File: src/rtl/serial_instr_sequencer.sv
// Serial instruction sequencer: turns the 1-bit serial line into N-bit words,
// queues them in a DEPTH-entry FIFO and hands them to the core via valid/ready.
// Optional even-parity bit per frame when SERIAL_PARITY_EN is defined.
// Ports:
//   clk, rst        clock, async active-low reset
//   data            serial line (idles high)
//   clr_err         synchronous clear of sticky err flags
//   instr_ready     core consumes the head word this cycle
//   instr_data      FIFO head word (zero while empty)
//   instr_valid     FIFO non-empty
//   write           one-cycle pulse after a word is pushed
//   busy            frame reception in progress
//   count           FIFO occupancy 0..DEPTH
//   err             sticky flags: [0] frame/parity, [1] overflow
module serial_instr_sequencer #(
  parameter int unsigned N     = 2,
  parameter int unsigned DEPTH = 4
) (
  input  logic                       clk,
  input  logic                       rst,
  input  logic                       data,
  input  logic                       clr_err,
  input  logic                       instr_ready,
  output logic [N-1:0]               instr_data,
  output logic                       instr_valid,
  output logic                       write,
  output logic                       busy,
  output logic [$clog2(DEPTH):0]     count,
  output logic [1:0]                 err
);

  localparam int unsigned PW   = $clog2(DEPTH);
  localparam int unsigned CNTW = PW + 1;
  localparam int unsigned CW   = (N > 1) ? $clog2(N) : 1;

  typedef enum logic [1:0] {
    IDLE   = 2'd0,
    SHIFT  = 2'd1,
    STOP   = 2'd2,
    PARITY = 2'd3
  } state_t;

  state_t          state, next_state;
  logic [CW-1:0]   bit_cnt;
  logic [N-1:0]    sreg;
  logic [N-1:0]    mem [DEPTH];
  logic [PW-1:0]   wr_ptr, rd_ptr;
  logic            par_bad;
  logic            full;
  logic            pop;
  logic            push_c, ferr_c, oerr_c, shift_c, last_c;

  assign full        = (count == CNTW'(DEPTH));
  assign instr_valid = (count != '0);
  assign pop         = instr_valid && instr_ready;
  assign busy        = (state != IDLE);
  assign instr_data  = instr_valid ? mem[rd_ptr] : '0;
  assign last_c      = (bit_cnt == CW'(N - 1));

  // State register
  always_ff @(posedge clk or negedge rst) begin
    if (!rst) state <= IDLE;
    else      state <= next_state;
  end

  // Next-state and frame-decision strobes
  always_comb begin
    next_state = state;
    push_c     = 1'b0;
    ferr_c     = 1'b0;
    oerr_c     = 1'b0;
    shift_c    = 1'b0;
    case (state)
      IDLE: if (!data) next_state = SHIFT;
      SHIFT: begin
        shift_c = 1'b1;
`ifdef SERIAL_PARITY_EN
        if (last_c) next_state = PARITY;
`else
        if (last_c) next_state = STOP;
`endif
      end
`ifdef SERIAL_PARITY_EN
      PARITY: next_state = STOP;
`else
      PARITY: next_state = IDLE;
`endif
      STOP: begin
        next_state = IDLE;
        // Full check uses pre-edge count, so a same-edge pop cannot make room
        if (!data || par_bad) ferr_c = 1'b1;
        else if (full)        oerr_c = 1'b1;
        else                  push_c = 1'b1;
      end
      default: next_state = IDLE;
    endcase
  end

  // Bit counter and shift register
  always_ff @(posedge clk or negedge rst) begin
    if (!rst) begin
      bit_cnt <= '0;
      sreg    <= '0;
    end else if (state == IDLE) begin
      bit_cnt <= '0;
    end else if (shift_c) begin
      sreg[bit_cnt] <= data;
      bit_cnt       <= bit_cnt + CW'(1);
    end
  end

`ifdef SERIAL_PARITY_EN
  // Even parity over data bits plus parity bit must be zero
  always_ff @(posedge clk or negedge rst) begin
    if (!rst)                 par_bad <= 1'b0;
    else if (state == PARITY) par_bad <= (^sreg) ^ data;
  end
`else
  assign par_bad = 1'b0;
`endif

  // FIFO storage; contents are don't-care while count says empty
  always_ff @(posedge clk) begin
    if (push_c) mem[wr_ptr] <= sreg;
  end

  // FIFO pointers, occupancy, write pulse and sticky errors
  always_ff @(posedge clk or negedge rst) begin
    if (!rst) begin
      wr_ptr <= '0;
      rd_ptr <= '0;
      count  <= '0;
      write  <= 1'b0;
      err    <= 2'b00;
    end else begin
      write <= push_c;
      if (push_c) wr_ptr <= wr_ptr + PW'(1);
      if (pop)    rd_ptr <= rd_ptr + PW'(1);
      case ({push_c, pop})
        2'b10:   count <= count + CNTW'(1);
        2'b01:   count <= count - CNTW'(1);
        default: count <= count;
      endcase
      // New errors override a same-edge clear
      err <= (clr_err ? 2'b00 : err) | {oerr_c, ferr_c};
    end
  end

endmodule

File: config.mk
export PLATFORM = sky130hd
export DESIGN_NAME = serial_instr_sequencer
export DESIGN_NICKNAME = d
export VERILOG_FILES = /design/src/rtl/serial_instr_sequencer.sv
export SDC_FILE = /design/constraint.sdc
export NUM_CORES = 1
export LEC_CHECK = 0
export BUFFER_PORTS_ARGS = -buffer_cell sky130_fd_sc_hd__buf_2
export CAP_MARGIN = 20
export CORE_MARGIN = 2
export CORE_UTILIZATION = 30
export DETAILED_ROUTE_END_ITERATION = 12
export PLACE_DENSITY = 0.46
export SLEW_MARGIN = 20
export SYNTH_ARGS = -nofsm -noshare
export SYNTH_HDL_FRONTEND = slang
export SYNTH_SLANG_ARGS = --single-unit
File: constraint.sdc
create_clock -name clk -period 2.9 [get_ports clk]
set_clock_uncertainty 0.2 [all_clocks]
set_input_delay 0.87 -clock clk [delete_from_list [all_inputs] [get_ports clk]]
set_output_delay 0.87 -clock clk [all_outputs]
set_load 0.01 [all_outputs]
# After elaboration in Yosys (flattened, before gate mapping)
# Memories as Yosys holds them, arrays and structs flattened.
# Index checks and enable logic that the tools add are counted.
# Widths: inputs -> output; s select.
# classes
addsub,5
n_mul,0
n_div,0
magnitude_cmp,2
n_eq_ne,8
shifts,0
n_mux,22
bitwise,2
reduce_logical,10
# ops
operator,count
$mux 1,14
$mux 2,4
$eq 2x2->1 const B,3
$pmux 2 s3,1
$pmux 3 s2,1
$reduce_bool 2->1,3
$add 2x1->2 const B,2
$eq 2x1->1 const B,2
$ne 2x2->1 const B,2
$reduce_and 2->1,2
$add 3x1->3 const B,1
$eq 3x3->1 const B,1
$reduce_bool 3->1,1
$sub 3x1->3 const B,1
$bwmux 2,1
$logic_and 1x1->1,2
$logic_not 2->1,1
$lt 1x2->1 const B,1
$or 2x2->2,1
$reduce_or 2->1,1
$add 1x1->1 const B,1
$demux 1 s1,1
$ge 1x1->1 const B,1
$not 1->1,1
# totals
regBits,15
latchBits,0
ram_bits,8
romBits,0
inputBits,5
out_inout_bits,10
elab_cells,58
mem_count,1
# mem_list
name,words,word_bits,rd,rd_clocked_by_memory_dff,wr,line_no,source
mem,4,2,1,0,1,46,logic [N-1:0] mem [DEPTH];

# Longest topological paths before layout
# logic_depth
depth_word,6
ltp_mapped,9

# Worst setup path after synthesis
# OpenSTA, ideal clock, no wires.
# synth_path
kind,input to register
from,input data
to,register count[2]
setup_ns,0.080
arrival_time_ns,2.082
t_required_ns,2.620
path_slack_ns,0.539
stages,9
cell_sequence,nand3b_1 a21oi_4 inv_1 ha_1 inv_1 fa_1 xor2_1 nor2_1 xor2_1
# synth_between
elab_chain_cells,4
elab_cells_between_ends,6
cone_classes,eq/ne: 2; mux: 3; reduce/logical: 1
# synth_rtl
item,line_no,source
start: declaration,21,"input logic data,"
$mux 1 *,91,if (!data || par_bad) ferr_c = 1'b1;
$mux 1 *,73,case (state)
named net push_c,51,"logic push_c, ferr_c, oerr_c, shift_c, last_c;"
$eq 2x1->1 / $eq 2x2->1 (equally long branches),139,"case ({push_c, pop})"
$pmux 3 s2 / $reduce_bool 2->1 (equally long branches),-,
end signal: assignment,140,2'b10: count <= count + CNTW'(1);
end signal: assignment,141,2'b01: count <= count - CNTW'(1);
end signal: assignment,142,default: count <= count;
end: declaration,28,"output logic [$clog2(DEPTH):0] count,"
# The timed path passes the listed nets; every way through them passes the cells marked *.
# A chain may end at the register's enable or synchronous reset.

# Worst setup path in the final report
# layout_path
from,register rd_ptr[0]
to,output instr_data[1]
# layout_between
elab_chain_cells,2
# layout_rtl
item,line_no,source
start: declaration,47,"logic [PW-1:0] wr_ptr, rd_ptr;"
start signal: assignment,138,if (pop) rd_ptr <= rd_ptr + PW'(1);
$mem_v2 4x2,-,
$mux 2,57,assign instr_data = instr_valid ? mem[rd_ptr] : '0;
end: declaration,24,"output logic [N-1:0] instr_data,"
# No other way between the ends.

==> impl_metrics.yaml <==
setup_path:
  cp-start-kind: "flop"
  cp-startpoint: "rd_ptr[0]"
  r2r_cells: 9
  required_ps: 1830
  r2r_slack_ps: 740
  crit_fanout: 4
  cp-endpoint: "instr_data[1]"
  arrival_ps: 1600
  r2r_end: "count[2]"
  path_class: "reg2out"
  critPathCaptureType: "primary output"
  rr_startpoint: "count[0]"
pwr:
  pwr_density_cell_nw_per_um2: 934
  vdd_drop_max_mv: 0.418
  p_leak_nw: 0.526
cells_and_area:
  area_growth_pct: 14.8
  finish.utilization: 0.357
  fin_cells: 137
  finalInstanceArea_um2: 1190
  antenna_cells: 0
  final_nets: 103
  n_fill_cell: 355
  drive_above_1_share: 0.264
  final_common_cell: "dfrtp_1"
  final_cell_mix: "dfrtp_1, buf_2, inv_1"
sta:
  min_period_over_period: 0.920
  relSlewSlack: 0.766
  hold_violations: 0
  max_freq_mhz: 375
  rsz0062_at_grt: "false"
  slew_viol_final: 0
  min_period_ps: 2670
  fin_tns_setup_ps: 0
  setup_viol: 0
  whs_ps: 256
  worst_pin_slew_ps: 351
grt:
  grt_pass1_wl_um: 2690
  antenna_found_initial: 0
  grt_overflow: 0
  grt_pass1_vias: 543
  grt_max_degree: 16
  grt_util_all_layers: 0.0909
flow_run:
  drv_cap: 0
cts:
  clkSlewWorstSetupHoldPaths_ps: 110
  cts_resized: 0
  clockBufferDepth: 2
  htreeDepth: 1
  root_buffer: "clkbuf_4"
  clock_latency_ps: 300
  cts_buffers: 3
  holdBufCountCts: 0
  post_cts_buffers: 0
  cts_tree: "done"
  clock_sinks: 23
floorplanning:
  die_area_um2: 3950
  ioPinCount: 15
  core.rowCount: 21
  initial_core_util: 0.311
  die_h_um: 62.8
  core_um2: 3340
  die_w_um: 62.8
outcome:
  status: "complete, no violations"
placed_design:
  place_inst: 133
  gp_congestion: 0.699
  place_area_um2: 1170
  io_buffer_count: 14
  dp_hpwl_um: 1170
synthesis:
  synth-seq-cells: 23
  ys_types: 26
  syn_inst: 73
  yosysSeqAreaShare: 0.593
  syn-num-nets: 84
  syn_area_per_cell_um2: 14.2
  yosysWarnings: 0
  synth_area_um2: 1040
routing:
  drt_iter0_drc: 27
  routed_wl_um: 1510
  vias_per_cell: 3.99
  antenna_left: 0
  post_drt_wl_per_cell_um: 11.0
  drcViolationCount: 0
  vias: 547
  dr.pass1.iters: 3
min_path:
  hold_class: "in2async"
[how the worst min path moves through the flow]
stage,startpoint,end,slack [ps],depth (start not counted)
after floorplan,rd_ptr[1],rd_ptr[1],270,1
after global placement,bit_cnt,bit_cnt,300,1
after detailed placement,bit_cnt,bit_cnt,300,1
after CTS,rst,write,260,1
after global routing,rst,rd_ptr[1],250,1
final,rst,rd_ptr[1],260,1
[power by group]
group	internal, mW	total, mW	switching [mW]
combinational	0.225	0.415	0.190
clock	0.0536	0.140	0.0862
sequential	0.452	0.559	0.106
total	0.731	1.11	0.383
[synth_stat cells]
library cell / count / area, um^2
and2_4: 1 / 8.76
nand2b_1: 1 / 6.26
ha_1: 5 / 62.6
nor2_1: 3 / 11.3
edfxtp_1: 8 / 240
inv_1: 9 / 33.8
o32ai_1: 1 / 8.76
and3_1: 1 / 6.26
or2_2: 1 / 6.26
nor3b_1: 1 / 7.51
nand3_1: 1 / 5.00
nand2_1: 2 / 7.51
or3_4: 1 / 11.3
nand3b_1: 1 / 7.51
mux2_4: 1 / 15.0
mux2i_1: 1 / 10.0
a21o_1: 1 / 7.51
a21oi_4: 1 / 16.3
fa_1: 1 / 20.0
and2_1: 6 / 37.5
xor2_1: 3 / 26.3
o22ai_1: 1 / 6.26
mux4_1: 2 / 52.6
dfrtp_1: 15 / 375
xnor2_1: 3 / 26.3
mux2_2: 2 / 22.5
[area by class of cell]
| type | count | area, um^2 | area share |
|---|---|---|---|
| clock buffer | 4 | 26.3 | 0.0220 |
| inverter | 9 | 33.8 | 0.0283 |
| multi-input combinational | 41 | 389 | 0.326 |
| sequential | 23 | 616 | 0.516 |
| tap | 46 | 57.6 | 0.0483 |
| timing repair buffer | 14 | 70.1 | 0.0588 |
[per-stage QoR]
step / setup slack [ps] / total power [mW]
after detailed placement: 288 / 0.991
after global placement: 300 / 0.985
after global routing: 108 / 1.23
final: 233 / 1.11
after floorplan: 539 / 0.860
after CTS: 201 / 1.14
[critical path, cell delays in order (launching register included)]
cell	delay [ps]
dfrtp_1	450
mux4_1	560
and2_1	160
buf_2	130
[state kept, by name, summed over array words and instances (netlist names)]
register,count
count,3
err,2
mem,8
rd_ptr,2
wr_ptr,2
bit_cnt,1
sreg,2
state,2
write,1
[logic make-up after synthesis]
family,count (synthesis),synth area share
mux,6,0.0964
fa+ha+maj,6,0.0795
xor+xnor,6,0.0506
simple gates,19,0.111
compound gates,4,0.0374
flops,23,0.593
buf+inv,9,0.0325
[per-layer routing]
metal,up-vias,part of all wire,GRT usage
li1,281,-,-
met1,250,0.50,0.127
met2,14,0.45,0.128
met3,2,0.050,0.0342
met4,0,0.0066,0.0333
met5,-,0,0
Note: power is estimated with default switching activity, not from simulation.
